<file path="src/rtl/control.sv">
// Instruction decoder producing the datapath control strobes for one instruction byte.
// Purely combinational; rst_n asynchronously forces every strobe to its inactive level.
module control (
  input  logic       clk,
  input  logic       rst_n,
  input  logic [7:0] inst,
  input  logic       cycle,
  input  logic       ncycle,
  input  logic       carry,
  output logic       M,
  output logic       S,
  output logic       J,
  output logic       LJ,
  output logic       MW,
  output logic       MC,
  output logic       RD,
  output logic       WR,
  output logic       Y,
  output logic       WA,
  output logic       WC,
  output logic       nCLI,
  output logic       nLJR,
  output logic       nISP,
  output logic [1:0] RS,
  output logic [3:0] ALU,
  output logic [7:0] nSIG
);

  // clk has no function here and ncycle is redundant with cycle; both are kept for pinout compatibility.
  logic unusedInputs;
  assign unusedInputs = &{1'b0, clk, ncycle};

  logic i7, i6, i5, i4, i3, i2, i1;
  assign {i7, i6, i5, i4, i3, i2, i1} = inst[7:1];

  logic zeroHigh;   // upper nibble is zero: register read/write group
  logic wrPath;     // P term: writes through the accumulator path
  logic memAccess;  // M before reset gating
  logic longJump;   // LJ before reset gating
  logic stackOp;    // ~nISP before reset gating
  logic sigEnable;  // signal-line group

  assign zeroHigh  = ~i7 & ~i6 & ~i5 & ~i4;
  assign wrPath    = (i6 & ~i7) | (cycle & i6 & ~i5);
  assign memAccess = i7 & ~i6 & cycle;
  assign longJump  = ~i7 & ~i6 & ~i5 & i4 & ~i3;
  assign stackOp   = ~i7 & ~i6 & i5;
  assign sigEnable = ~i7 & ~i6 & ~i5 & i4 & i3;

  always_comb begin
    // NOTE: every output gets its inactive value first so no path through this block infers a latch.
    M    = 1'b0;
    S    = 1'b0;
    J    = 1'b0;
    LJ   = 1'b0;
    MW   = 1'b0;
    MC   = 1'b0;
    RD   = 1'b0;
    WR   = 1'b0;
    Y    = 1'b0;
    WA   = 1'b0;
    WC   = 1'b0;
    nCLI = 1'b1;
    nLJR = 1'b1;
    nISP = 1'b1;
    RS   = 2'b00;
    ALU  = 4'h0;
    nSIG = 8'hFF;
    if (rst_n) begin
      M    = memAccess;
      S    = i4;
      J    = i7 & i6 & i5 & cycle & ~(carry & i4);
      LJ   = longJump;
      nCLI = ~(longJump & i1);
      nLJR = ~(longJump & i2);
      MW   = memAccess & i5;
      MC   = i7 & ~cycle;
      RD   = zeroHigh & i2;
      WR   = zeroHigh & i3;
      Y    = i5;
      RS   = {i1 | i6, inst[0]};
      WA   = (memAccess & ~i5) | (wrPath & ~(i4 & ~i3 & ~i2));
      nISP = ~stackOp;
      WC   = (wrPath | stackOp) & i4;
      ALU  = i6 ? inst[3:0] : {1'b0, ~i7 & i5, 2'b00};
      if (sigEnable) nSIG = ~(8'h01 << inst[2:0]);
    end
  end

endmodule

</file>
<file path="config.mk">
export PLATFORM = sky130hd
export DESIGN_NAME = control
export DESIGN_NICKNAME = d
export VERILOG_FILES = /design/src/rtl/control.sv
export SDC_FILE = /design/constraint.sdc
export NUM_CORES = 1
export LEC_CHECK = 0
export BUFFER_PORTS_ARGS = -buffer_cell sky130_fd_sc_hd__buf_4
export CORE_AREA = 2 2 39 41
export DETAILED_ROUTE_END_ITERATION = 8
export DIE_AREA = 0 0 41 43
export GPL_ROUTABILITY_DRIVEN = 0
export GPL_TIMING_DRIVEN = 1
export PLACE_DENSITY = 0.74
export SETUP_SLACK_MARGIN = 0.1
export SLEW_MARGIN = 40
export SYNTH_ARGS = -nofsm -noshare
export SYNTH_HDL_FRONTEND = slang
export SYNTH_SLANG_ARGS = --single-unit
</file>
<file path="constraint.sdc">
create_clock -name vclk -period 2.6
set_input_delay 0.78 -clock vclk [all_inputs]
set_output_delay 0.78 -clock vclk [all_outputs]
set_load 0.02 [all_outputs]
</file>
==> results.json, run 1 <==
{
  "ys_seq_area_share_pct": 0,
  "dr.first_iter.drc_count": 1,
  "design.die.area_um2": 1763,
  "crit_type": "input port to output port",
  "netlist_area_um2": 339.1,
  "cts_resized": 0,
  "hold_viol_final": 0,
  "seqPwrFrac_pct": 0,
  "drt_first_pass_iters": 3,
  "fill_cells": 155,
  "p_total_w": 0.00007887,
  "avgSynthCellArea_um2": 6.649,
  "worstPathRequired_ns": 1.82,
  "area_growth_pct": 83.76,
  "drt-vias-per-instance": 5.110,
  "fmax_ghz": 0.4194,
  "yosysMostFrequentCell": "nand3_1",
  "finalCriticalPeriod_ns": 2.384,
  "antenna_found_initial": 0,
  "die_h_um": 43,
  "finalSetupViolCount": 0,
  "combPwrFrac_pct": 100.0,
  "yosys_warnings": 0,
  "drv_slew": 0,
  "rows": 14,
  "nClkBuffers": 0,
  "tightest_slew_ns": 0.3255,
  "drcViolationCount": 0,
  "cp_max_fo": 11,
  "post-route-period-util_pct": 91.70,
  "grt_pass1_wl_mm": 1.752,
  "synth_top_area_cell": "and4b_1",
  "layout-drive-gt1-share_pct": 48.81,
  "initial_core_util_pct": 24.50,
  "dp_hpwl_um": 878.3,
  "p_sw_w": 0.00004291,
  "worstHoldStart": "cycle",
  "cts_setup_buffers": 0,
  "grt_max_degree": 21,
  "cp-start-kind": "input port",
  "fin_tns_setup_ns": 0,
  "grt_pass1_vias": 400,
  "status": "completed",
  "ios": 41,
  "max_slew_margin_pct": 78.00,
  "clkPwrFrac_pct": 0,
  "p_leak_nw": 0.3041,
  "vdd.ir_drop.worst_mv": 0.05801,
  "grt_use_total_pct": 12.99,
  "min_path_type": "input port to output port",
  "fp.dieW_um": 41,
  "ys_types": 23,
  "vias": 511,
  "p_per_area_nw_per_um2": 126.6,
  "synth_top_area_share_pct": 14.76,
  "antenna_cells": 0,
  "overflow": 0,
  "endpoint_kind": "output port",
  "drt-wirelength-per-cell_um": 11.33,
  "seqCellArea_um2": 0,
  "io_buffers": 39,
  "max_cap_viol_count": 0,
  "synth.area.top_cells": "and4b_1 (15%), nand3_1 (10%), nand4b_1 (10%), and2_1 (9.2%), buf_2 (5.9%)",
  "cp.arrival_ns": 1.60,
  "cts_hold_buf": 0,
  "p_sw_share_pct": 54.41,
  "multi_input_area_um2": 302.8,
  "design.seq.count": 0,
  "syn_inst": 51,
  "syn-num-nets": 64,
  "p_int_w": 0.00003596,
  "worstSetupStartpoint": "inst[7]",
  "ant_nets": 0,
  "core-area_um2": 1384,
  "routed_wl_mm": 1.133,
  "final_nets": 99,
  "synth_common_cells": "nand3_1 (7), and2_1 (5), and4b_1 (5)",
  "rsz0062_at_grt": "no"
}
through the flow:
stage | worst slack [ns] | instance area [um2] | util [%] | hold slack, ns | cells
2_1_floorplan | 0.1617 | 339.1 | - | 1.640 | 51
3_3_place_gp | 0.2225 | 623.1 | 45.03 | 1.837 | 100
3_5_place_dp | 0.2092 | 623.1 | 45.03 | 1.836 | 100
4_1_cts | 0.2059 | 623.1 | 45.03 | 1.838 | 100
5_1_grt | 0.1244 | 623.1 | 45.03 | 1.853 | 100
6_report | 0.2158 | 623.1 | 45.03 | 1.838 | 100
power groups by stage:
stage	registers, W	clock network [W]	logic, W
after global placement	0	0	0.0000781
after global routing	0	0	0.0000859
after detailed placement	0	0	0.0000794
final	0	0	0.0000789
after floorplan	0	0	0.0000429
after CTS	0	0	0.0000794
final timing paths:
kind	end	slack (ns)	depth (start not counted)
max	nSIG[0]	0.22	5
min	MC	1.84	3
per-layer routing:
metal	routed length [um]	global-route usage, %	share of wire, %	vias up
met2	521	20.94	46	25
met4	0	0	0	0
li1	-	-	-	269
met3	117	0.5236	10	0
met5	0	0	0	-
met1	494	19.62	44	217
layout make-up:
type / count / area share [%]
well taps: 16 / 3.213
repair buffers: 40 / 48.19
multi-input cells: 44 / 48.59
critical path, stage by stage:
cell and delay (ns):
buf_4 0.14, nor3_2 0.21, buf_4 0.20, nand4b_1 0.10, buf_4 0.18
cells in the final DEF (no fill, tap or decap), types with 2 or more instances in the layout:
cell type,netlist,final
buf_4,1,40
nand3_1,7,7
and2_1,5,5
and4b_1,5,5
nand2_1,4,4
nand4b_1,4,4
and3_1,3,3
nor4bb_1,2,2
nor2_1,2,2
a211oi_1,2,2
kinds of logic after synthesis:
group           Yosys count  share of synthesized area [%]
simple gates             37                          75.28
buf+inv                   7                          10.70
compound gates            7                          14.02
(Power assumes the default switching activity.)
==> run 2, diff against run 1 <==
--- a/config.mk
+++ b/config.mk
@@ -5,13 +5,14 @@
 export SDC_FILE = /design/constraint.sdc
 export NUM_CORES = 1
 export LEC_CHECK = 0
+export ABC_AREA = 1
 export BUFFER_PORTS_ARGS = -buffer_cell sky130_fd_sc_hd__buf_4
 export CORE_AREA = 2 2 39 41
 export DETAILED_ROUTE_END_ITERATION = 8
 export DIE_AREA = 0 0 41 43
 export GPL_ROUTABILITY_DRIVEN = 0
 export GPL_TIMING_DRIVEN = 1
-export PLACE_DENSITY = 0.74
+export PLACE_DENSITY = 0.72
 export SETUP_SLACK_MARGIN = 0.1
 export SLEW_MARGIN = 40
 export SYNTH_ARGS = -nofsm -noshare
==> run 2 against run 1 <==
Synthesized cell count is 35% higher. Critical path depth up 1. Fmax is 1.1% higher. Clock-buffer cell count did not move. Global-route usage grew 0.21 points.
==> results.json, run 2 <==
{
  "final_common_cell": "buf_4",
  "combPwrFrac_pct": 100.0,
  "synth.area.top_cells": "nand2_1 (26%), nand3_1 (14%), inv_1 (13%), nor2_1 (12%), nor2_2 (8.0%)",
  "syn-num-nets": 82,
  "antenna_found_initial": 0,
  "p_int_w": 0.00003291,
  "max_cap_viol_count": 0,
  "finalSetupViolCount": 0,
  "cts_setup_buffers": 0,
  "synth_common_cells": "nand2_1 (22), inv_1 (11), nor2_1 (10)",
  "p_sw_w": 0.00004841,
  "grt_max_degree": 10,
  "tightest_slew_ns": 0.2357,
  "p_sw_share_pct": 59.53,
  "ios": 41,
  "drt-vias-per-instance": 4.423,
  "overflow": 0,
  "cp_max_fo": 6,
  "dp.cells": 123,
  "netlist_area_um2": 312.8,
  "critPathMaxStageDelay_ns": 0.16,
  "finalHoldWorstSlack_ns": 1.848,
  "drt_first_pass_iters": 4,
  "cp-start-kind": "input port",
  "fp.dieW_um": 41,
  "finalCriticalPeriod_ns": 2.359,
  "grt_use_total_pct": 13.20,
  "synth_top_area_share_pct": 26.40,
  "synth_top_area_cell": "nand2_1",
  "rows": 14,
  "yosysMostFrequentCell": "nand2_1",
  "drt-wirelength-per-cell_um": 9.341,
  "max_slew_margin_pct": 84.24,
  "clkPwrFrac_pct": 0,
  "crit_chain": "buf_4 -> nor2_2 -> nand3_2 -> nor2_2 -> nand2_1 -> buf_4",
  "ys_seq_area_share_pct": 0,
  "cp.arrival_ns": 1.58,
  "grt_pass1_wl_mm": 1.773,
  "endpoint_kind": "output port",
  "ys_types": 13,
  "ant_nets": 0,
  "critPathBufInv": 2,
  "dp_hpwl_mm": 1.015,
  "fin_util_pct": 44.67,
  "p_leak_nw": 0.3553,
  "cts_hold_buf": 0,
  "vdd.ir_drop.worst_mv": 0.06807,
  "min_path_type": "input port to output port",
  "rsz0062_at_grt": "no",
  "drcViolationCount": 0,
  "grt_pass1_vias": 451,
  "drv_slew": 0,
  "instances_no_fill": 123,
  "p_per_area_nw_per_um2": 131.6,
  "design.seq.count": 0,
  "core-area_um2": 1384,
  "layout-drive-gt1-share_pct": 44.86,
  "syn_inst": 69,
  "antenna_cells": 0,
  "cts_resized": 0,
  "die_h_um": 43,
  "worstPathRequired_ns": 1.82,
  "crit_family": "simple AND/OR/NAND/NOR gates",
  "seqCellArea_um2": 0,
  "nClkBuffers": 0,
  "fmax_ghz": 0.4239,
  "area_growth_pct": 97.60,
  "avgSynthCellArea_um2": 4.533,
  "seqPwrFrac_pct": 0,
  "post-route-period-util_pct": 90.73,
  "status": "completed",
  "fin_tns_setup_ns": 0,
  "yosys_warnings": 0,
  "dr.first_iter.drc_count": 9,
  "routed_wl_mm": 1.149,
  "io_buffers": 39,
  "cp_slowest_cell": "nor2_2",
  "initial_core_util_pct": 22.60,
  "vias": 544,
  "crit_type": "input port to output port",
  "design.die.area_um2": 1763,
  "layout_common_cells": "buf_4 (39), nand2_1 (22), inv_1 (11)",
  "hold_viol_final": 0,
  "final_nets": 122
}
## run 2: cell count changes after synthesis, sizes merged, moves of 3 or more
cell | before | now
and2 | 5 | 0
and3 | 3 | 0
buf | 5 | 1
inv | 0 | 14
nand3 | 7 | 10
nor2 | 2 | 14
nand4b | 4 | 0
and4b | 5 | 0
nand2 | 4 | 22
## run 2: kinds of logic after synthesis
| family | synth area share [%] |
|---|---|
| compound gates | 6.400 |
| buf+inv | 19.20 |
| simple gates | 74.40 |
## run 2: layout make-up
class	count	area [um2]
multi-input cells	54	252.7
well taps	16	20.02
repair buffers	39	292.8
fillers	171	765.7
inverters	14	52.55
## run 2: path summary, 6_finish.rpt
| check | start | to | slack (ns) | cells past startpoint |
|---|---|---|---|---|
| hold / removal | inst[2] | nLJR | 1.85 | 3 |
| setup / recovery | inst[7] | nSIG[3] | 0.24 | 6 |
## run 2: routing by layer
metal / vias up / track usage (%) / wire length, um
met2: 23 / 24.38 / 574
met5: - / 0 / 0
met3: 0 / 1.047 / 95
met4: 0 / 0 / 0
met1: 230 / 16.51 / 479
li1: 291 / - / -
## run 2: power groups by stage
stage	clock network (W)	logic (W)	registers [W]
3_5_place_dp	0	0.0000817	0
4_1_cts	0	0.0000821	0
5_1_grt	0	0.0000889	0
2_1_floorplan	0	0.0000408	0
3_3_place_gp	0	0.0000807	0
6_report	0	0.0000813	0
## run 2: per-stage QoR
stage | cell area (um2) | total power, W | setup WS [ns]
floorplan | 312.8 | 0.00004075 | 0.2326
global placement | 618.1 | 0.00008069 | 0.2801
detailed placement | 618.1 | 0.00008174 | 0.2390
CTS | 618.1 | 0.00008206 | 0.2384
global route | 618.1 | 0.00008892 | 0.1825
finish | 618.1 | 0.00008132 | 0.2409
